$ cat src/rtl/alu_pkg.sv
// ---------------------------------------------------------------------------
// alu_pkg
// Shared constants for the ALU shift path:
//   WIDTH / AMT_W  : operand width (8) and shift-amount width (3)
//   OP_*           : shift/rotate opcodes, 101-111 are illegal
//   ST_*           : shift_sequencer state encoding (3 bits)
//   isLegalOp()    : true for the five defined opcodes
// ---------------------------------------------------------------------------
package alu_pkg;

   localparam int WIDTH = 8;
   localparam int AMT_W = 3;

   localparam logic [2:0] OP_LSL = 3'b000;
   localparam logic [2:0] OP_LSR = 3'b001;
   localparam logic [2:0] OP_ASR = 3'b010;
   localparam logic [2:0] OP_ROL = 3'b011;
   localparam logic [2:0] OP_ROR = 3'b100;

   localparam logic [2:0] ST_IDLE = 3'd0;
   localparam logic [2:0] ST_S4   = 3'd1;
   localparam logic [2:0] ST_S2   = 3'd2;
   localparam logic [2:0] ST_S1   = 3'd3;
   localparam logic [2:0] ST_DONE = 3'd4;

   function automatic logic isLegalOp(input logic [2:0] opCode);
      return (opCode <= OP_ROR);
   endfunction

endpackage

$ cat src/rtl/shift_stage.sv
// ---------------------------------------------------------------------------
// shift_stage
// One combinational binary shift/rotate stage of k = 4, 2 or 1 positions.
// Ports:
//   data        in  operand for this stage
//   op          in  opcode (illegal opcodes pass data through)
//   k           in  stage size (4/2/1); 0 means no stage
//   enable      in  apply the stage (amount bit for this stage is set)
//   data_out    out shifted/rotated data, or data unchanged when not applied
//   carry_out   out last bit shifted or rotated out
//   carry_valid out carry_out is meaningful (stage actually applied)
// ---------------------------------------------------------------------------
module shift_stage
   import alu_pkg::*;
(
   input  logic [WIDTH-1:0] data,
   input  logic [2:0]       op,
   input  logic [AMT_W-1:0] k,
   input  logic             enable,
   output logic [WIDTH-1:0] data_out,
   output logic             carry_out,
   output logic             carry_valid
);

   // leftIdx = WIDTH - k (mod 8): the last bit leaving on a left shift, and
   // the back-shift distance for rotates. rightIdx = k - 1 for right shifts.
   logic [AMT_W-1:0] leftIdx;
   logic [AMT_W-1:0] rightIdx;

   assign leftIdx  = ~k + 1'b1;
   assign rightIdx = k - 1'b1;

   always_comb begin
      data_out    = data;
      carry_out   = 1'b0;
      carry_valid = 1'b0;
      if (enable && (k != '0) && isLegalOp(op)) begin
         carry_valid = 1'b1;
         case (op)
            OP_LSL: begin
               data_out  = data << k;
               carry_out = data[leftIdx];
            end
            OP_LSR: begin
               data_out  = data >> k;
               carry_out = data[rightIdx];
            end
            OP_ASR: begin
               data_out  = $signed(data) >>> k;
               carry_out = data[rightIdx];
            end
            OP_ROL: begin
               data_out  = (data << k) | (data >> leftIdx);
               carry_out = data[leftIdx];
            end
            OP_ROR: begin
               data_out  = (data >> k) | (data << leftIdx);
               carry_out = data[rightIdx];
            end
            default: begin
               data_out    = data;
               carry_valid = 1'b0;
            end
         endcase
      end
   end

endmodule

$ cat src/rtl/shift_sequencer.sv
// ---------------------------------------------------------------------------
// shift_sequencer
// Multi-cycle shift/rotate controller: one shift_stage reused for the
// 4-, 2- and 1-position stages in states S4, S2, S1.
// Ports:
//   clk, rst  in  clock, synchronous active-high reset
//   start     in  request, sampled only in IDLE or DONE
//   op, amt   in  opcode and 0-7 shift amount
//   din       in  8-bit operand
//   busy      out high in S4/S2/S1
//   done      out one-cycle pulse, result valid
//   dout      out result, held until the next accept
//   carry     out last bit shifted/rotated out (0 for amt=0)
//   zero      out dout == 0
//   err       out illegal opcode flag for the held result
//
// Handshake: a cycle with start=1 while in IDLE or DONE is an accept; the
// operands are latched on that edge. start in any other state is dropped,
// never queued. done rises exactly 4 cycles after a legal accept (2 for an
// illegal opcode) and lasts one cycle; start=1 during done accepts the next
// request back-to-back.
// ---------------------------------------------------------------------------
module shift_sequencer
   import alu_pkg::*;
(
   input  logic             clk,
   input  logic             rst,
   input  logic             start,
   input  logic [2:0]       op,
   input  logic [AMT_W-1:0] amt,
   input  logic [WIDTH-1:0] din,
   output logic             busy,
   output logic             done,
   output logic [WIDTH-1:0] dout,
   output logic             carry,
   output logic             zero,
   output logic             err
);

   logic [2:0]       state;
   logic [2:0]       opReg;
   logic [AMT_W-1:0] amtReg;
   logic [WIDTH-1:0] workReg;
   logic             workCarry;

   logic [AMT_W-1:0] stageK;
   logic             stageEn;
   logic [WIDTH-1:0] stageData;
   logic             stageCarry;
   logic             stageCarryValid;

   // Stage size and enable follow the state: S4 uses amt[2], S2 amt[1],
   // S1 amt[0].
   always_comb begin
      stageK  = '0;
      stageEn = 1'b0;
      case (state)
         ST_S4: begin
            stageK  = 3'd4;
            stageEn = amtReg[2];
         end
         ST_S2: begin
            stageK  = 3'd2;
            stageEn = amtReg[1];
         end
         ST_S1: begin
            stageK  = 3'd1;
            stageEn = amtReg[0];
         end
         default: begin
            stageK  = '0;
            stageEn = 1'b0;
         end
      endcase
   end

   shift_stage uStage (
      .data        (workReg),
      .op          (opReg),
      .k           (stageK),
      .enable      (stageEn),
      .data_out    (stageData),
      .carry_out   (stageCarry),
      .carry_valid (stageCarryValid)
   );

   assign busy = (state == ST_S4) || (state == ST_S2) || (state == ST_S1);
   assign done = (state == ST_DONE);

   always_ff @(posedge clk) begin
      if (rst) begin
         state     <= ST_IDLE;
         opReg     <= '0;
         amtReg    <= '0;
         workReg   <= '0;
         workCarry <= 1'b0;
         dout      <= '0;
         carry     <= 1'b0;
         zero      <= 1'b0;
         err       <= 1'b0;
      end else begin
         case (state)
            ST_IDLE, ST_DONE: begin
               if (start) begin
                  opReg     <= op;
                  amtReg    <= amt;
                  workReg   <= din;
                  workCarry <= 1'b0;
                  carry     <= 1'b0;
                  err       <= 1'b0;
                  state     <= ST_S4;
                  // Illegal opcodes publish the operand unchanged right away;
                  // S4 then routes straight to DONE without running a stage.
                  if (!isLegalOp(op)) begin
                     dout <= din;
                     zero <= (din == '0);
                     err  <= 1'b1;
                  end
               end else begin
                  state <= ST_IDLE;
               end
            end
            ST_S4: begin
               if (!isLegalOp(opReg)) begin
                  state <= ST_DONE;
               end else begin
                  workReg <= stageData;
                  if (stageCarryValid) workCarry <= stageCarry;
                  state <= ST_S2;
               end
            end
            ST_S2: begin
               workReg <= stageData;
               if (stageCarryValid) workCarry <= stageCarry;
               state <= ST_S1;
            end
            ST_S1: begin
               workReg <= stageData;
               dout    <= stageData;
               carry   <= stageCarryValid ? stageCarry : workCarry;
               zero    <= (stageData == '0);
               state   <= ST_DONE;
            end
            default: state <= ST_IDLE;
         endcase
      end
   end

endmodule

$ cat config.mk
export PLATFORM = sky130hd
export DESIGN_NAME = shift_sequencer
export DESIGN_NICKNAME = d
export VERILOG_FILES = /design/src/rtl/alu_pkg.sv /design/src/rtl/shift_stage.sv /design/src/rtl/shift_sequencer.sv
export SDC_FILE = /design/constraint.sdc
export NUM_CORES = 1
export LEC_CHECK = 0
export CAP_MARGIN = 30
export CORE_MARGIN = 1
export CORE_UTILIZATION = 45
export DETAILED_ROUTE_END_ITERATION = 16
export PLACE_DENSITY = 0.73
export SYNTH_ARGS = -nofsm -noshare
export SYNTH_HDL_FRONTEND = slang
export SYNTH_SLANG_ARGS = --single-unit
export TNS_END_PERCENT = 10
$ cat constraint.sdc
create_clock -name clk -period 4 [get_ports clk]
set_clock_uncertainty 0.2 [all_clocks]
set_input_delay 0.6 -clock clk [delete_from_list [all_inputs] [get_ports clk]]
set_output_delay 0.6 -clock clk [all_outputs]
set_load 0.005 [all_outputs]
# Word level (Yosys, flattened, before mapping)
# Cells that the tools add are included.
dict set report classes {
  add_sub_neg 2
  mul 0
  div 0
  n_lt_le_gt_ge 4
  n_eq_ne 11
  shifts 5
  mux 30
  bitwise 3
  reduce_logical 22
}
# cell n
set ops {}
lappend ops {{$mux 8} 5}
lappend ops {{$pmux 8 s5} 1}
lappend ops {{$pmux 8 s3} 1}
lappend ops {{$logic_not 8->1} 2}
lappend ops {{$or 8x8->8} 2}
lappend ops {{$pmux 8 s2} 1}
lappend ops {{$shl 8x3->8} 2}
lappend ops {{$shr 8x3->8} 2}
lappend ops {{$eq 3x2->1 const B} 4}
lappend ops {{$mux 1} 12}
lappend ops {{$pmux 3 s4} 1}
lappend ops {{$pmux 3 s3} 1}
lappend ops {{$reduce_and 3->1} 3}
lappend ops {{$reduce_bool 3->1} 3}
lappend ops {{$lt 3x4->1 const B} 2}
lappend ops {{$sshr 8x3->8} 1}
lappend ops {{$bmux 1 s3} 2}
lappend ops {{$eq 3x1->1 const B} 2}
lappend ops {{$eq 3x3->1 const B} 2}
lappend ops {{$le 3x3->1 const B} 2}
lappend ops {{$logic_not 3->1} 2}
lappend ops {{$pmux 1 s2} 3}
lappend ops {{$pmux 1 s3} 2}
lappend ops {{$reduce_or 2->1} 3}
lappend ops {{12 further kinds} 16}
dict set report totals {
  reg_bits 29
  latch_bits 0
  ramBits 0
  rom_bits 0
  in_bits 17
  output_inout_bits 13
  word_cells 86
  memories 0
}

# Longest topological paths before layout
# Gate-level depths: netlist of run 1.
dict set report logic_depth {
  ltp_word 11
  mapped_depth 15
  mapped_depth_nobuf 12
}

# By module
# From an unflattened synthesis of run 1, not the netlist that was laid out.
dict set report hier_totals {
  hier_cells 346
  area_unflattened_um2 2800.2
}
# mod n_inst cells_per_inst area_per_inst_um2 seq_area_each_um2
set modules_own_cells {}
lappend modules_own_cells {shift_stage 1 177 1403.8 0.0}
lappend modules_own_cells {shift_sequencer 1 169 1396.3 580.6}

# Least setup slack after synthesis of run 1
# No wires, ideal clock.
dict set report synth_path {
  path_kind {register to register}
  startpoint {register state[0]}
  endpoint {register zero}
  setup_ns 0.059
  arrival_time_ns 3.205
  t_required_ns 3.741
  slack_ns 0.537
  path_stages_with_launch 16
  n_path_buf 3
  period_less_slack_ns 3.463
  path_cell_list {dfxtp_1 > buf_4 > buf_6 > nor2b_1 > nand2_1 > ha_1 > nor4b_4 > inv_2 > ha_1 > clkbuf_1 > nand2b_1 > nor2_1 > nor4_1 > a21oi_1 > nor4_1 > a31o_1}
}
dict set report synth_via {
  elab_chain_len 10
  elab_cells_between_ends 28
  cone_classes {add/sub (1); eq/ne (6); shift (5); mux (5); bitwise (3); reduce/logical (8)}
}
# item line
set synth_rtl {}
lappend synth_rtl {{start: declaration} shift_sequencer.sv:40} ;# logic [2:0] state;
lappend synth_rtl {{start signal: assignment} shift_sequencer.sv:92} ;# state <= ST_IDLE;
lappend synth_rtl {{start signal: assignment} shift_sequencer.sv:111} ;# state <= ST_S4;
lappend synth_rtl {{start signal: assignment} shift_sequencer.sv:120} ;# state <= ST_IDLE;
lappend synth_rtl {{$eq 3x2->1 (tied with other cells)} {shift_sequencer.sv:57, shift_sequencer.sv:102}}
lappend synth_rtl {{$pmux 3 s3} shift_sequencer.sv:57} ;# case (state)
lappend synth_rtl {{$not 3->3} shift_stage.sv:30} ;# assign leftIdx = ~k + 1'b1;
lappend synth_rtl {{$add 3x1->3} shift_stage.sv:30}
lappend synth_rtl {{$shl 8x3->8 or $shr 8x3->8 (tied branches)} {shift_stage.sv:57, shift_stage.sv:53}}
lappend synth_rtl {{$or 8x8->8, on equally long branches} {shift_stage.sv:57, shift_stage.sv:53}}
lappend synth_rtl {{$pmux 8 s5} shift_stage.sv:39} ;# case (op)
lappend synth_rtl {{$mux 8} shift_stage.sv:37} ;# if (enable && (k != '0) && isLegalOp(op)) begin
lappend synth_rtl {{$logic_not 8->1} shift_sequencer.sv:141} ;# zero <= (stageData == '0);
lappend synth_rtl {{$pmux 1 s2} shift_sequencer.sv:102} ;# case (state)
lappend synth_rtl {{end signal: assignment} shift_sequencer.sv:116} ;# zero <= (din == '0);
lappend synth_rtl {{end signal: assignment} shift_sequencer.sv:141}
lappend synth_rtl {{end: declaration} shift_sequencer.sv:36} ;# output logic zero,
# Parallel ways exist; a longest one is shown, timed or not.
# A chain may end at the register's enable or synchronous reset.

# Final worst setup path of run 1
dict set report layout_path {
  startpoint {register state[2]}
  endpoint {register zero}
}
# Same word-level chain as after synthesis.

==> impl_summary.txt, run 1 <==
----------------------------------------------------
[Flow run]
  # Max-Cap Violations ... 0

[Drt]
  DRC violation total after the first TritonRoute iteration ... 288
  Final Routed Wirelength ... 8652 um
  Number of detailed-route iterations in the first pass ... 5
  Remaining DRCs ... 0
  Via-per-instance ratio ... 6.653
  WL/cell ... 19.14 um
  ANT nets after route ... 0
  Routed via count ... 3007

[STA]
  Number of hold-slack violations in the final timing report ... 0
  Final setup violation count ... 0
  Minimum period implied by the final worst setup slack ... 3.399 ns
  Max-slew headroom at the worst pin ... between 30% and 40%
  Max Freq ... about 300 MHz
  Hold slack ... 0.2738 ns
  Setup TNS ... 0 ns
  Post-route fraction of the period consumed by the critical path ... ~85%
  Count of pins over their slew limit ... 0
  Slew at the pin closest to its max-slew limit ... 0.9314 ns
  Setup ws final ... 0.6008 ns
  RSZ-0062 raised after global routing ... false

[Global route]
  Wire length of the first global-routing pass ... around 14000 um
  Overall routing resource usage ... 28.66%
  Grt ovf ... 0
  Antenna violations before repair ... 0
  Vias in the first global route ... 2654
  Maximum number of pins on one net before global-route repair ... 35

[Floorplan]
  Die Y-Extent ... 79.53 um
  Number of placement rows ... 27
  Effective utilization at floorplan ... 47.95%
  Total die area ... about 0.0063 mm^2
  Number of top-level design ports ... 30
  Core area ... 0.005642 mm^2
  Horizontal die dimension ... 79.53 um

[Placement]
  # placed instances ... around 450
  Placement Cell Area ... around 0.003 mm^2
  Post-DP HPWL ... 6135 um
  Port buffer count ... 29
  Minimum setup slack after placement ... 0.6569 ns
  Final RePlAce weighted congestion ... 0.9945

[Clocking]
  Clk sinks ... 29
  Number of buffers on the longest clock path ... 2
  CTS-repair resized insts ... 0
  TritonCTS clock tree ... yes
  Number of hold buffers added after CTS ... 0
  CTS clk-pin slew, worst paths ... 0.06 ns
  Number of clock buffers inserted by TritonCTS ... 5
  Clock root buffer ... clkbuf_8
  Setup bufs post-CTS ... 0
  Clk_lat worst skew ... 0.28 ns
  Maximum level of the CTS H-tree ... 2

[Setup path]
  Critical path required time ... 3.97 ns
  Largest driver fanout on the critical path ... 16
  Crit path arrival time ... 3.37 ns
  Setup Crit Path Kind ... flip-flop to flip-flop
  Worst setup EP type ... flip-flop
  Source of the worst register-to-register timing path ... state[2]
  Crit path launch ... state[2]
  Launching element type of the critical path ... flip-flop

[Power and ir drop]
  Power density over cell area ... 339.1 mW/mm^2
  Power, Total ... between 1 and 1.5 mW
  Worst supply voltage drop on vdd ... 0.1913 mV
  Leakage power summed over all cells ... a little over 1 nW

[Synthesis]
  Proportion of synthesized area in mux cells ... 6.846%
  Post-synthesis register bit count ... 29
  Yosys warning total ... 0
  FFs w/ async S/R, synth ... 0%
  Main combinational cell family by area after synthesis ... simple AND/OR/NAND/NOR gates
  Most used flip-flop cell after synthesis ... dfxtp_1
  Share of the synthesized area in compound gates (AO/OA/AOI/OAI) ... 30.71%
  Fraction of the mapped netlist area in simple logic gates ... 31.13%
  Syn Std Cell Area ... between 0.002 and 0.003 mm^2
  Syn Area/Cell ... 7.371 um^2
  Unique masters post-synth ... 73
  Post-synthesis sequential area ratio ... 21.46%
  Synth Area in XOR/XNOR ... less than 1%
  Post-Synthesis Net Count ... 386
  Post-synthesis cell count ... 367
  Number of flops mapped to enable cells by yosys ... 0
  Synth Area in Adders ... 0.9251%

[Finish]
  Share of post-route cells with drive strength above 1 ... 11.32%
  ANT cells ... 0
  Fin nets ... 400
  Commonest cells after routing, fill and taps aside ... 49 x nor2_1, 38 x nand2_1, 30 x a21oi_1, 29 x dfxtp_1, 29 x clkdlybuf4s50_1
  Most frequent standard cell in the layout excluding fill and tap cells ... nor2_1
  Non-filler instance count after layout ... 452
  Share of the core filled with cells in the final layout ... between 50% and 60%
  Synth-to-Final Area Change ... 12.35%
  Post-route cell area ... 0.003039 mm^2
  # fillers ... 553

[Worst hold path]
  Startpoint of the worst hold path ... amtReg[2]
  Class of the tightest hold or removal check ... flip-flop to flip-flop

[Status]
  Status ... completed

----------------------------------------------------
==> where the power goes <==
part | leakage, nW | switching [mW] | total, mW | internal (mW)
clock network | 0.0399 | 0.108 | 0.222 | 0.114
registers | 0.237 | 0.0656 | 0.381 | 0.316
logic | 0.748 | 0.255 | 0.427 | 0.172
total | 1.03 | 0.429 | 1.03 | 0.602
==> synthesized netlist by cell type (2+ instances only) <==
| cell | number | area (um^2) |
|---|---|---|
| nor2b_1 | 10 | 62.56 |
| ha_1 | 2 | 25.02 |
| a211oi_2 | 5 | 62.56 |
| a21oi_1 | 30 | 150.1 |
| o21ai_0 | 19 | 95.09 |
| dfxtp_1 | 29 | 580.6 |
| a31oi_1 | 2 | 12.51 |
| nand2_1 | 38 | 142.6 |
| inv_2 | 3 | 11.26 |
| nand2b_1 | 3 | 18.77 |
| nor4_1 | 11 | 68.82 |
| and2_1 | 3 | 18.77 |
| o32ai_1 | 2 | 17.52 |
| o21ai_1 | 8 | 40.04 |
| a211oi_1 | 17 | 127.6 |
| nor2_1 | 49 | 183.9 |
| buf_2 | 6 | 30.03 |
| a32oi_1 | 3 | 26.28 |
| nand3_1 | 3 | 15.01 |
| a221oi_1 | 2 | 17.52 |
| inv_1 | 6 | 22.52 |
| a22oi_1 | 4 | 30.03 |
| buf_4 | 4 | 30.03 |
| o31ai_1 | 2 | 15.01 |
| nor3_1 | 16 | 80.08 |
| buf_6 | 7 | 78.83 |
| a221oi_2 | 2 | 30.03 |
| or4_1 | 2 | 15.01 |
| clkbuf_1 | 15 | 56.30 |
| o2111ai_1 | 2 | 17.52 |
| nor4b_1 | 2 | 17.52 |
| a21o_1 | 2 | 15.01 |
| mux2i_1 | 14 | 140.1 |
| nor3b_1 | 5 | 37.54 |
==> worst max-delay path, cell delays in order (launching register included) <==
cell and delay, ns:
dfxtp_1 0.51, inv_1 0.19, nand2_1 0.07, ha_1 0.25
nor4b_4 0.26, inv_2 0.15, ha_1 0.45, nand2b_1 0.25
a211oi_1 0.25, nor4_1 0.08, a32oi_1 0.31, nor3_1 0.08
a31o_1 0.26
==> logic make-up after synthesis <==
kind of cell             Yosys count
AND/OR/NAND/NOR                  158
AO/OA/AOI/OAI                    118
buffers and inverters             42
flip-flops                        29
multiplexers                      17
adder cells (fa/ha/maj)            2
XOR/XNOR                           1
==> layer usage <==
layer | up-vias | track usage (%) | part of all wire (%)
li1 | 1386 | - | -
met1 | 1436 | 40.61 | 44
met2 | 164 | 42.39 | 45
met3 | 21 | 5.257 | 8.5
met4 | 0 | 11.09 | 2.4
met5 | - | 0 | 0
==> flip-flops by register name, summed over array words and instances (netlist names), 3 cells and up <==
signal	cells
opReg	3
dout	8
amtReg	3
state	3
workReg	8
==> worst paths after layout <==
check / end / slack (ns) / depth (start not counted)
max: zero / 0.60 / 12
min reg2reg: amtReg[2] / 0.27 / 2
max reg2reg: zero / 0.60 / 12
min: amtReg[2] / 0.27 / 2
==> area by class of cell <==
cell class                      instances  area (um^2)  area share (%)
Tap cell                               72        90.09           2.964
Inverter                               10        37.54           1.235
Clock buffer                            5        68.82           2.264
Sequential cell                        29        580.6           19.10
Clock inverter                          1        5.005          0.1647
Timing Repair Buffer                   39        365.4           12.02
Multi-Input combinational cell        296         1892           62.25
(Power assumes the default switching activity.)
==> inputs of run 2 (changes only) <==
--- a/config.mk
+++ b/config.mk
@@ -9,7 +9,7 @@
 export CORE_MARGIN = 1
 export CORE_UTILIZATION = 45
 export DETAILED_ROUTE_END_ITERATION = 16
-export PLACE_DENSITY = 0.73
+export PLACE_DENSITY = 0.76
 export SYNTH_ARGS = -nofsm -noshare
 export SYNTH_HDL_FRONTEND = slang
 export SYNTH_SLANG_ARGS = --single-unit
==> constraint.sdc (replaced) <==
create_clock -name clk -period 3 [get_ports clk]
set_clock_uncertainty 0.2 [all_clocks]
set_input_delay 0.45 -clock clk [delete_from_list [all_inputs] [get_ports clk]]
set_output_delay 0.45 -clock clk [all_outputs]
set_load 0.005 [all_outputs]
==> run 2 against run 1 <==
  * First-iteration DRC count rose by 70%
  * Sequential power rose by 27%
  * Highest routed layer unchanged
  * Global-route usage rose by 2.0 points
  * Final area rose by 13%
  * Sequential cell count did not move
  * Die area did not move
  * Register-to-register slack got worse by 0.51 ns
  * Critical endpoint unchanged
  * Fmax rose by 17%
  * Core utilization rose by 7.2 points
==> impl_summary.txt, run 2 (synthesized netlist as in run 1, its figures left out) <==
----------------------------------------------------
[Status]
  Status ... completed

[STA]
  Count of pins over their slew limit ... 0 (unchanged)
  Max Freq ... 343.9 MHz (+17%)
  Setup TNS ... 0 ns (unchanged)
  RSZ-0062 raised after global routing ... true
  Minimum period implied by the final worst setup slack ... 2.907 ns (-0.4917 ns)
  Setup ws final ... 0.09251 ns (-0.5083 ns)
  Number of hold-slack violations in the final timing report ... 0 (unchanged)
  Slew at the pin closest to its max-slew limit ... 0.5982 ns (-0.3332 ns)
  Final setup violation count ... 0 (unchanged)
  Post-route fraction of the period consumed by the critical path ... 96.92% (+12 points)
  Max-slew headroom at the worst pin ... 60.00% (+22 points)

[Setup path]
  Logic depth of the worst register-to-register path ... 11 (-1)
  Source of the worst register-to-register timing path ... state[1]
  Worst setup EP type ... flip-flop
  Critical path required time ... 3.03 ns (-0.94 ns)
  Family of cells with the greatest summed delay on the critical path ... simple AND/OR/NAND/NOR gates
  Worst setup slack for register-to-register paths ... 0.09 ns (-0.51 ns)
  Critical path buffer and inverter count ... 2 (unchanged)
  FF-to-FF End ... zero
  Highest cell delay on the worst timing path ... 0.59 ns (+0.08 ns)
  Series of cell instances along the critical path ... nor2b_4 -> inv_2 -> ha_2 -> buf_4 -> or4b_1 -> nor2_1 -> nor4_1 -> o21ai_0 -> a31oi_2 -> nor4_2 -> a31o_1
  Crit path arrival time ... 2.94 ns (-0.43 ns)
  Cell at the slowest stage of the critical path ... or4b_1
  Setup Crit Path Kind ... flip-flop to flip-flop
  Largest driver fanout on the critical path ... 11 (-5)
  Launching element type of the critical path ... flip-flop

[Drt]
  Number of detailed-route iterations in the first pass ... 6 (+1)
  DRC violation total after the first TritonRoute iteration ... 491 (+70%)
  Final Routed Wirelength ... 9397 um (+8.6%)
  ANT nets after route ... 0 (unchanged)
  Via-per-instance ratio ... 6.447 (-3.1%)
  Routed via count ... 3146 (+4.6%)
  Remaining DRCs ... 0 (unchanged)
  WL/cell ... 19.26 um (+0.60%)

[Placement]
  Minimum setup slack after placement ... -0.02031 ns (-0.6772 ns)
  Post-DP HPWL ... 6718 um (+9.5%)
  # placed instances ... 477 (+7.0%)
  Final RePlAce weighted congestion ... 0.9554 (-3.9%)
  Port buffer count ... 29 (unchanged)
  Placement Cell Area ... 0.003251 mm^2 (+9.6%)

[Global route]
  Overall routing resource usage ... 30.70% (+2.0 points)
  Wire length of the first global-routing pass ... 15160 um (+8.8%)
  Maximum number of pins on one net before global-route repair ... 35 (unchanged)
  Grt ovf ... 0 (unchanged)
  Vias in the first global route ... 2970 (+12%)
  Antenna violations before repair ... 0 (unchanged)

[Power and ir drop]
  Worst supply voltage drop on vdd ... 0.4128 mV (+120%)
  Power density over cell area ... 469.1 mW/mm^2 (+38%)
  Leakage power summed over all cells ... 1.226 nW (+20%)
  Power, Total ... 1.617 mW (+57%)

[Flow run]
  # Max-Cap Violations ... 0 (unchanged)

[Clocking]
  Number of clock buffers inserted by TritonCTS ... 5 (unchanged)
  Clk_lat worst skew ... 0.29 ns (about the same)
  Clk sinks ... 29 (unchanged)
  Number of hold buffers added after CTS ... 0 (unchanged)
  Maximum level of the CTS H-tree ... 2 (unchanged)
  TritonCTS clock tree ... yes
  CTS clk-pin slew, worst paths ... 0.07 ns (about the same)
  Number of buffers on the longest clock path ... 2 (unchanged)
  Clock root buffer ... clkbuf_8

[Finish]
  Share of post-route cells with drive strength above 1 ... 22.84% (+12 points)
  Non-filler instance count after layout ... 488 (+8.0%)
  Registers with the highest flip-flop counts ... dout (8), workReg (8)
  Synth-to-Final Area Change ... 27.43%
  Commonest cells after routing, fill and taps aside ... 49 x nor2_1, 43 x buf_4, 38 x nand2_1, 30 x a21oi_1, 29 x clkdlybuf4s50_1
  Fin nets ... 434 (+8.5%)
  Most frequent standard cell in the layout excluding fill and tap cells ... nor2_1
  ANT cells ... 0 (unchanged)
  # fillers ... 503 (-9.0%)
  Post-route cell area ... 0.003447 mm^2 (+13%)

[Floorplan]
  Effective utilization at floorplan ... 47.95% (unchanged)
  Total die area ... 0.006325 mm^2 (unchanged)
  Number of top-level design ports ... 30 (unchanged)
  Die Y-Extent ... 79.53 um (unchanged)
  Number of placement rows ... 27 (unchanged)
  Horizontal die dimension ... 79.53 um (unchanged)
  Core area ... 0.005642 mm^2 (unchanged)

[Worst hold path]
  Hold path depth ... 2 (unchanged)
  End point of the most critical hold path ... amtReg[0]
  Class of the tightest hold or removal check ... flip-flop to flip-flop
  Startpoint of the worst hold path ... amtReg[0]

----------------------------------------------------
-- run 2: worst register-to-register path: stages (launching register included) --
cell and delay [ns]:
dfxtp_2 0.37, nor2b_4 0.16, inv_2 0.05, ha_2 0.19, buf_4 0.19, or4b_1 0.60
nor2_1 0.19, nor4_1 0.09, o21ai_0 0.21, a31oi_2 0.15, nor4_2 0.29, a31o_1 0.17
-- run 2: how the worst max path moves through the flow --
stage                         from    to  slack [ns]  cells past startpoint
after floorplan           state[0]  zero       -0.11                     15
after global placement    state[1]  zero        0.07                     12
after detailed placement  state[1]  zero       -0.02                     12
after CTS                 state[1]  zero        0.03                     13
after global routing      state[1]  zero       -0.07                     11
final                     state[1]  zero        0.09                     11
-- run 2: layout make-up --
| type | count | area [um^2] | area share, % |
|---|---|---|---|
| multi-input cells | 297 | 2007 | 58.22 |
| repair buffers | 72 | 613.1 | 17.79 |
| flip-flops and latches | 29 | 585.6 | 16.99 |
| well taps | 72 | 90.09 | 2.613 |
| clock buffers | 5 | 68.82 | 1.996 |
| clock inverters | 3 | 45.04 | 1.307 |
| inverters | 10 | 37.54 | 1.089 |
-- run 2: per-layer routing --
layer	up-vias	GRT usage (%)	share of wire [%]
li1	1460	-	-
met1	1455	41.73	42
met2	198	47.78	45
met3	33	4.914	9.6
met4	0	12.55	2.9
met5	-	0	0
-- run 2: per-stage QoR --
stage | hold WS, ns | utilization, %
3_5_place_dp | 0.2479 | 57.62
4_1_cts | 0.2582 | 60.08
3_3_place_gp | 0.2458 | 57.62
5_1_grt | 0.2691 | 61.10
2_1_floorplan | 0.2357 | -
6_report | 0.2586 | 61.10
-- run 2: repair_timing --
action | CTS | global route
endpoints found under the setup margin | 1 | 11
gates cloned | 1 | 0
pin swaps | 1 | 5
gates resized for setup | 1 | 11
buffers inserted | 2 | 0
endpoints found under the hold margin | 0 | 0
-- run 2: power by group --
part | leakage (nW) | internal, mW | switching (mW)
Clock | 0.0587 | 0.249 | 0.164
Sequential | 0.239 | 0.421 | 0.0609
Combinational | 0.929 | 0.308 | 0.414
Total | 1.23 | 0.978 | 0.639
==> inputs of run 3 (changes only) <==
--- a/config.mk
+++ b/config.mk
@@ -7,9 +7,10 @@
 export LEC_CHECK = 0
 export CAP_MARGIN = 30
 export CORE_MARGIN = 1
-export CORE_UTILIZATION = 45
+export CORE_UTILIZATION = 52
 export DETAILED_ROUTE_END_ITERATION = 16
-export PLACE_DENSITY = 0.76
+export MAX_ROUTING_LAYER = met4
+export PLACE_DENSITY = 0.84
 export SYNTH_ARGS = -nofsm -noshare
 export SYNTH_HDL_FRONTEND = slang
 export SYNTH_SLANG_ARGS = --single-unit
==> run 3 against run 2 <==
  * Register-to-register slack got worse by 0.02 ns
  * Core utilization rose by 9.5 points
  * Final area down 0.65%
  * Combinational power fell by 5.0%
  * Power grew 0.13%
  * Die area is 13% lower
  * Sequential power up 4%
==> impl_summary.txt, run 3 (synthesized netlist as in run 1, its figures left out) <==
----------------------------------------------------
[Setup path]
  Logic depth of the worst register-to-register path ... 12 (+1)
  Highest cell delay on the worst timing path ... 0.42 ns (-0.17 ns)
  Worst setup slack for register-to-register paths ... 0.07 ns (-0.02 ns)
  Cell repeated most along the worst path ... inv_2
  FF-to-FF End ... zero
  Launching element type of the critical path ... flip-flop
  Largest driver fanout on the critical path ... 10 (-1)
  Family of cells with the greatest summed delay on the critical path ... simple AND/OR/NAND/NOR gates
  Cell at the slowest stage of the critical path ... dfxtp_4
  Crit path arrival time ... 2.96 ns (+0.02 ns)
  Critical path buffer and inverter count ... 2 (unchanged)
  Worst setup EP type ... flip-flop
  Critical path required time ... 3.03 ns (about the same)
  Setup Crit Path Kind ... flip-flop to flip-flop
  Source of the worst register-to-register timing path ... state[1]
  Series of cell instances along the critical path ... nor2b_4 -> inv_2 -> ha_2 -> nor4b_4 -> inv_2 -> ha_4 -> nand2b_4 -> nor2_1 -> nor4_4 -> a21oi_2 -> nor4_2 -> a31o_1

[Drt]
  Routed via count ... 3111 (-1.1%)
  Via-per-instance ratio ... 6.549 (+1.6%)
  Remaining DRCs ... 0 (unchanged)
  Number of detailed-route iterations in the first pass ... 5 (-1)
  DRC violation total after the first TritonRoute iteration ... 406 (-17%)
  WL/cell ... 19.78 um (+2.7%)
  ANT nets after route ... 0 (unchanged)
  Final Routed Wirelength ... 9397 um (unchanged)

[STA]
  Slew at the pin closest to its max-slew limit ... 0.7430 ns (+0.1448 ns)
  Post-route fraction of the period consumed by the critical path ... 97.70% (+0.79 points)
  Count of pins over their slew limit ... 0 (unchanged)
  RSZ-0062 raised after global routing ... true
  Number of hold-slack violations in the final timing report ... 0 (unchanged)
  Setup ws final ... 0.06891 ns (-0.02360 ns)
  Max Freq ... 341.2 MHz (-0.81%)
  Max-slew headroom at the worst pin ... 50.31% (-9.7 points)
  Minimum period implied by the final worst setup slack ... 2.931 ns (+0.02360 ns)
  Final setup violation count ... 0 (unchanged)

[Power and ir drop]
  Power density over cell area ... 472.8 mW/mm^2 (+0.79%)
  Leakage power summed over all cells ... 1.205 nW (-1.8%)
  Power, Total ... 1.619 mW (+0.13%)
  Worst supply voltage drop on vdd ... 0.3948 mV (-4.3%)

[Global route]
  Wire length of the first global-routing pass ... 14680 um (-3.1%)
  Antenna violations before repair ... 0 (unchanged)
  Vias in the first global route ... 2833 (-4.6%)
  Maximum number of pins on one net before global-route repair ... 23 (-34%)
  Grt ovf ... 0 (unchanged)
  Overall routing resource usage ... 36.84% (+6.1 points)

[Finish]
  Most frequent standard cell in the layout excluding fill and tap cells ... nor2_1
  Registers with the highest flip-flop counts ... dout (8), workReg (8)
  Post-route cell area ... 0.003425 mm^2 (-0.65%)
  Non-filler instance count after layout ... 475 (-2.7%)
  Commonest cells after routing, fill and taps aside ... 49 x nor2_1, 38 x nand2_1, 34 x buf_4, 29 x a21oi_1, 29 x clkdlybuf4s50_1
  ANT cells ... 0 (unchanged)
  Share of the core filled with cells in the final layout ... 70.63% (+9.5 points)
  Synth-to-Final Area Change ... 26.60%
  Fin nets ... 426 (-1.8%)
  Share of post-route cells with drive strength above 1 ... 22.06% (-0.78 points)

[Clocking]
  Clk_lat worst skew ... 0.28 ns (about the same)
  CTS clk-pin slew, worst paths ... 0.07 ns (about the same)
  TritonCTS clock tree ... yes
  Clk sinks ... 29 (unchanged)
  Number of clock buffers inserted by TritonCTS ... 5 (unchanged)
  Number of buffers on the longest clock path ... 2 (unchanged)
  Maximum level of the CTS H-tree ... 2 (unchanged)
  Clock root buffer ... clkbuf_8

[Placement]
  Minimum setup slack after placement ... -0.08554 ns (-0.06523 ns)
  Final RePlAce weighted congestion ... 1.013 (+6.0%)
  # placed instances ... 466 (-2.3%)
  Placement Cell Area ... 0.003199 mm^2 (-1.6%)
  Post-DP HPWL ... 6902 um (+2.7%)
  Port buffer count ... 29 (unchanged)

[Floorplan]
  Horizontal die dimension ... 74.13 um (-6.8%)
  Effective utilization at floorplan ... 55.79% (+7.8 points)
  Total die area ... 0.005495 mm^2 (-13%)
  Die Y-Extent ... 74.13 um (-6.8%)
  Core area ... 0.004848 mm^2 (-14%)
  Number of placement rows ... 25 (-7.4%)
  Number of top-level design ports ... 30 (unchanged)

[Worst hold path]
  Class of the tightest hold or removal check ... flip-flop to flip-flop
  Hold path depth ... 2 (unchanged)
  Startpoint of the worst hold path ... amtReg[0]
  End point of the most critical hold path ... amtReg[0]

[Status]
  Status ... completed

[Flow run]
  # Max-Cap Violations ... 0 (unchanged)

----------------------------------------------------
==> run 3: worst max path at each step <==
stage | slack, ns | cells after the start | startpoint | end
3_5_place_dp | -0.09 | 12 | state[1] | zero
5_1_grt | -0.02 | 13 | state[1] | zero
3_3_place_gp | 0.02 | 12 | state[1] | zero
6_report | 0.07 | 12 | state[1] | zero
4_1_cts | 0.01 | 12 | state[1] | zero
2_1_floorplan | -0.11 | 15 | state[0] | zero
==> run 3: repair_timing <==
| item | 4_1_cts | 5_1_grt |
|---|---|---|
| hold buffers | 0 | 0 |
| hold endpoints to repair | 0 | 0 |
| resized for setup | 2 | 16 |
| endpoints found under the setup margin | 1 | 16 |
| pin swaps | 0 | 7 |
| setup buffers | 0 | 1 |
==> run 3: report_power, final <==
part	leakage, nW	internal [mW]	switching [mW]
registers	0.239	0.421	0.0800
clock network	0.0617	0.270	0.162
logic	0.904	0.289	0.397
total	1.20	0.981	0.638
==> run 3: worst register-to-register path, cell delays in order (launching register included) <==
cell and delay, ns:
dfxtp_4 0.42, nor2b_4 0.17, inv_2 0.05, ha_2 0.21
nor4b_4 0.32, inv_2 0.09, ha_4 0.35, nand2b_4 0.17
nor2_1 0.08, nor4_4 0.25, a21oi_2 0.13, nor4_2 0.29
a31o_1 0.16
==> run 3: routing by layer <==
metal  GRT usage (%)  routed length, um  up-vias
li1                -                  -     1438
met1           43.61               3776     1453
met2           58.38               4464      180
met3           9.214                816       40
met4           17.31                340        0
met5               -                  0        -
==> run 3: metrics by stage <==
| stage | hold WS, ns | setup TNS, ns |
|---|---|---|
| after global routing | 0.3156 | -0.02876 |
| after global placement | 0.2712 | 0 |
| after floorplan | 0.2357 | -0.3443 |
| after detailed placement | 0.2854 | -0.08554 |
| final | 0.2899 | 0 |
| after CTS | 0.2962 | 0 |
==> run 3: area by class of cell <==
class	count	area, um^2
multi-input cells	296	2028
clock inverters	2	36.28
well taps	67	83.83
inverters	10	37.54
repair buffers	65	568.0
flip-flops and latches	29	588.1
fillers	403	1424
clock buffers	6	82.58
